## src/rtl/mono_tx_pkg.sv

```systemverilog
// mono_tx_pkg: hit word layout, serial length and readout states; MONO_TX_PARITY_EN appends an even-parity bit.
package mono_tx_pkg;
  localparam int COL_W = 6;
  localparam int ROW_W = 9;
  localparam int LE_W = 6;
  localparam int TE_W = 6;
  localparam int WORD_W = COL_W + ROW_W + LE_W + TE_W;
`ifdef MONO_TX_PARITY_EN
  localparam int LEN = WORD_W + 1;
`else
  localparam int LEN = WORD_W;
`endif
  typedef enum logic {IDLE, SHIFT} state_t;
endpackage

```

## src/rtl/mono_tx_fifo.sv

```systemverilog
// mono_tx_fifo: synchronous first-word-fall-through hit buffer with full/empty flags.
module mono_tx_fifo
  import mono_tx_pkg::*;
#(
  parameter int DEPTH = 16
) (
  input  logic                    clk,
  input  logic                    rst,
  input  logic                    push,
  input  logic                    pop,
  input  logic [WORD_W-1:0]       din,
  output logic [WORD_W-1:0]       head,
  output logic                    full,
  output logic                    empty,
  output logic [$clog2(DEPTH):0]  count
);
  localparam int AW = $clog2(DEPTH);
  logic [WORD_W-1:0] mem [DEPTH];
  logic [AW-1:0] wr_ptr, rd_ptr;
  logic do_push, do_pop;
  assign do_push = push & ~full;
  assign do_pop = pop & ~empty;
  assign head = mem[rd_ptr];
  // DEPTH is a power of two, so the count MSB alone marks full
  assign full = count[AW];
  assign empty = count == '0;
  always_ff @(posedge clk) begin
    if (rst) begin
      wr_ptr <= '0;
      rd_ptr <= '0;
      count <= '0;
    end else begin
      if (do_push) wr_ptr <= wr_ptr + 1'b1;
      if (do_pop) rd_ptr <= rd_ptr + 1'b1;
      count <= count + {{AW{1'b0}}, do_push} - {{AW{1'b0}}, do_pop};
    end
  end
  always_ff @(posedge clk) begin
    if (do_push) mem[wr_ptr] <= din;
  end
endmodule

```

## src/rtl/mono_data_tx.sv

```systemverilog
// mono_data_tx: MONOPIX token/read/freeze serial transmitter; MONO_TX_PARITY_EN adds a trailing even-parity bit.
module mono_data_tx
  import mono_tx_pkg::*;
#(
  parameter int DEPTH = 16
) (
  input  logic              RX_CLK,
  input  logic              RST,
  input  logic              HIT_VALID,
  input  logic [WORD_W-1:0] HIT_DATA,
  output logic              HIT_READY,
  input  logic              RX_READ,
  input  logic              RX_FREEZE,
  output logic              RX_TOKEN,
  output logic              RX_DATA,
  output logic              READ_ERR,
  output logic [15:0]       WORD_CNT
);
  localparam int CW = $clog2(LEN);
  state_t state;
  logic read_q, rd_edge, start, full, empty;
  logic [WORD_W-1:0] head;
  logic [LEN-1:0] sr, load_word;
  logic [CW-1:0] bit_cnt;
  logic [$clog2(DEPTH):0] count;
  assign HIT_READY = ~RX_FREEZE & ~full;
  assign rd_edge = RX_READ & ~read_q;
  assign start = rd_edge & (state == IDLE) & ~empty;
  assign RX_DATA = (state == SHIFT) & sr[LEN-1];
`ifdef MONO_TX_PARITY_EN
  assign load_word = {head, ^head};
`else
  assign load_word = head;
`endif
  mono_tx_fifo #(.DEPTH(DEPTH)) u_fifo (
    .clk(RX_CLK), .rst(RST), .push(HIT_VALID & HIT_READY), .pop(start),
    .din(HIT_DATA), .head(head), .full(full), .empty(empty), .count(count)
  );
  always_ff @(posedge RX_CLK) begin
    if (RST) begin
      state <= IDLE;
      read_q <= 1'b0;
      sr <= '0;
      bit_cnt <= '0;
      RX_TOKEN <= 1'b0;
      READ_ERR <= 1'b0;
      WORD_CNT <= '0;
    end else begin
      read_q <= RX_READ;
      RX_TOKEN <= ~empty | (state == SHIFT);
      READ_ERR <= rd_edge & ~start;
      if (state == IDLE) begin
        if (start) begin
          sr <= load_word;
          bit_cnt <= CW'(LEN - 1);
          state <= SHIFT;
        end
      end else if (bit_cnt == '0) begin
        state <= IDLE;
        WORD_CNT <= WORD_CNT + 1'b1;
      end else begin
        sr <= sr << 1;
        bit_cnt <= bit_cnt - 1'b1;
      end
    end
  end
endmodule

```

## config.mk

```make
export PLATFORM = sky130hd
export DESIGN_NAME = mono_data_tx
export DESIGN_NICKNAME = d
export VERILOG_FILES = /design/src/rtl/mono_tx_pkg.sv /design/src/rtl/mono_tx_fifo.sv /design/src/rtl/mono_data_tx.sv
export SDC_FILE = /design/constraint.sdc
export NUM_CORES = 1
export LEC_CHECK = 0
export BUFFER_PORTS_ARGS = -buffer_cell sky130_fd_sc_hd__buf_2
export CAP_MARGIN = 0
export CORE_MARGIN = 2
export CORE_UTILIZATION = 29
export DETAILED_ROUTE_END_ITERATION = 7
export PLACE_DENSITY_LB_ADDON = 0.12
export SLEW_MARGIN = 20
export SYNTH_ARGS = -nofsm -noshare
export SYNTH_HDL_FRONTEND = slang
export SYNTH_HIERARCHICAL = 1
export SYNTH_SLANG_ARGS = --single-unit
```

## constraint.sdc

```tcl
create_clock -name RX_CLK -period 5.1 [get_ports RX_CLK]
set_clock_uncertainty 0.2 [all_clocks]
set_input_delay 0.51 -clock RX_CLK [delete_from_list [all_inputs] [get_ports RX_CLK]]
set_output_delay 0.51 -clock RX_CLK [all_outputs]
set_load 0.02 [all_outputs]
```

==> reports/summary.txt <==
Status -> finished clean
Mapped cell area -> 19600 um^2
Worst Hold Class -> in -> reg
Mapped Nets -> 1063
Critical register-to-register path endpoint -> u_fifo/count[4]
Gpl congestion -> 0.675
CP Capture Type -> register
CTS tree -> built
Max stage delay on crit path -> 630 ps
Tmin final -> 3740 ps
Pwr Density -> 462 nW/um^2
Root buf cell -> clkbuf_16
Slew Limit Fails -> 0
Final cell utilization of the core -> 33.7%
Master of the slowest instance on the critical path -> or4b_1
R2r startpoint -> u_fifo/count[2]
Setup TNS -> 0 ps
Reg2Reg Depth -> 16
DPL Wire Length -> 24000 um
DP Cell Count -> 1903
Vias in the first global route -> 10.1k
Share of post-route cells with drive strength above 1 -> 28.1%
Post-place instance area -> 20800 um^2
Fin crit share -> 73.3%
Most common cell on crit path -> inv_1
Post-CTS Setup Bufs -> 0
Critical path fanouts, max -> 8
Final setup violating endpoints -> 0
Commonest non-fill, non-tap cell in the layout -> edfxtp_1
Via Count -> 9555
Total CTS buffers -> 56
CP arrival -> 4060 ps
Ys Warns -> 6
Delay-heaviest family, CP -> simple AND/OR/NAND/NOR gates
Detailed-route DRC error count -> 0
Die area -> 69600 um^2
M1 GR Usage -> 18.2%
Fin area -> 22600 um^2
Hold Path Sink -> u_fifo/mem[4][16]
Hold buffer count at CTS -> 1
Reg-to-reg setup timing slack -> 1360 ps
Largest net degree at the start of global routing -> 68
Maximum vdd drop -> 200 uV
H-tree levels -> 2
CP cell instances -> inv_1 > ha_1 > or4b_1 > inv_1 > or4b_1 > inv_1 > nand2_1 > inv_1 > ha_1 > inv_1 > ha_1 > fa_1 > a21oi_1 > nor2_1 > or3_1 > a21oi_1
Actual slew at the worst max-slew pin -> 1130 ps
Finished Layout Cells -> 2010
Total Power -> 10400 uW
Starting density of the core -> 29.2%
Initial antenna violation count -> 1
Max frequency -> 0.267 GHz
Buffers added on ports -> 51
Synth Instances -> 1017
HP Start -> HIT_DATA[16]
Core box area -> 67000 um^2
Cts repair resizes -> 0
# fillers -> 6412
Met3 usage in global routing -> 2.06%
# rows -> 95
1st-pass router iterations -> 4
Crit path launch type -> register
Grt total ovfl -> 0
Tot GR Track Use -> 13.1%
Syn avg cell area -> 19.3 um^2
Critical path required time -> 5420 ps
Via/cell ratio -> 4.75
Post-Route WL -> 45400 um
DR WL/cell -> 22.6 um
LEAKAGE -> 0.00702 uW
Clk slew on worst S/H paths -> 60 ps
GRT busiest layer -> met2
First-pass GRT wire length -> 67600 um
Clk buf depth -> 3
Crit path kind -> reg -> reg
# IOs -> 52
Sink Count -> 501
Met2 usage -> 21.2%
Die Span Y -> 264 um
RSZ-0062 raised after global routing -> no
Slew HR -> 24.6%
Nets -> 1136
Final hold vios -> 0
Final ANT Viol Nets -> 0
Hold Path Cell Cnt -> 1
Buf/Inv on CP -> 5
Worst skew pair latency -> 600 ps
Max Cap Viol -> 0
Initial DRC Count -> 619
Die W -> 264 um
Most frequent cells in the layout -> 432 x edfxtp_1, 108 x mux4_2, 66 x dfxtp_1
Syn-to-layout area delta -> 15.3%
## power breakdown
group / switching, uW / total (uW) / internal [uW]
Clock: 1600 / 3790 / 2190
Combinational: 946 / 1820 / 876
Sequential: 189 / 4830 / 4640
## how the worst max path moves through the flow
stage / startpoint / end / cells after the start
floorplan: u_fifo/count[2] / u_fifo/count[4] / 17
global placement: u_fifo/count[2] / u_fifo/count[4] / 16
detailed placement: u_fifo/count[2] / u_fifo/count[4] / 16
CTS: u_fifo/count[2] / u_fifo/count[4] / 16
global route: u_fifo/count[3] / u_fifo/count[4] / 16
finish: u_fifo/count[2] / u_fifo/count[4] / 16
## flip-flops by register name, summed over array words and instances, names as in the netlist, named ones only
register and flops:
sr 27, WORD_CNT 16, u_fifo/wr_ptr 4, u_fifo/mem 432, read_q 1, state 1
READ_ERR 1, u_fifo/count 5, bit_cnt 5, RX_TOKEN 1, u_fifo/rd_ptr 4
## layer usage
| metal | vias up | routed length, um | share of wire (%) |
|---|---|---|---|
| li1 | 4259 | - | - |
| met1 | 5088 | 21300 | 47 |
| met2 | 145 | 21600 | 48 |
| met3 | 63 | 1500 | 3.3 |
| met4 | 0 | 897 | 2.0 |
| met5 | - | 0 | 0 |
## worst reg2reg max path: stages, from the launching register on
cell     delay, ps
dfxtp_1        330
inv_1           60
ha_1           180
or4b_1         240
inv_1           70
or4b_1         630
inv_1          250
nand2_1        150
inv_1           90
ha_1           110
inv_1           40
ha_1           210
fa_1           430
a21oi_1        140
nor2_1          60
or3_1          340
a21oi_1        140
## metrics by stage
step | hold WS, ps | setup slack [ps]
2_1_floorplan | 192 | 1680
4_1_cts | 39.2 | 1340
3_3_place_gp | 222 | 1360
6_report | 76.9 | 1360
3_5_place_dp | 227 | 1350
5_1_grt | 60.9 | 1050
## area by class of cell
cell class / count / area, um^2 / share of cell area (%)
Antenna cell: 1 / 2.50 / 0.0111
Clock buffer: 78 / 1530 / 6.80
Clock inverter: 26 / 181 / 0.804
Inverter: 18 / 67.6 / 0.299
Multi-Input combinational cell: 445 / 4890 / 21.7
Sequential cell: 501 / 14400 / 63.6
Tap cell: 873 / 1090 / 4.84
Timing Repair Buffer: 68 / 433 / 1.92
Note: power is estimated with default switching activity, not from simulation.
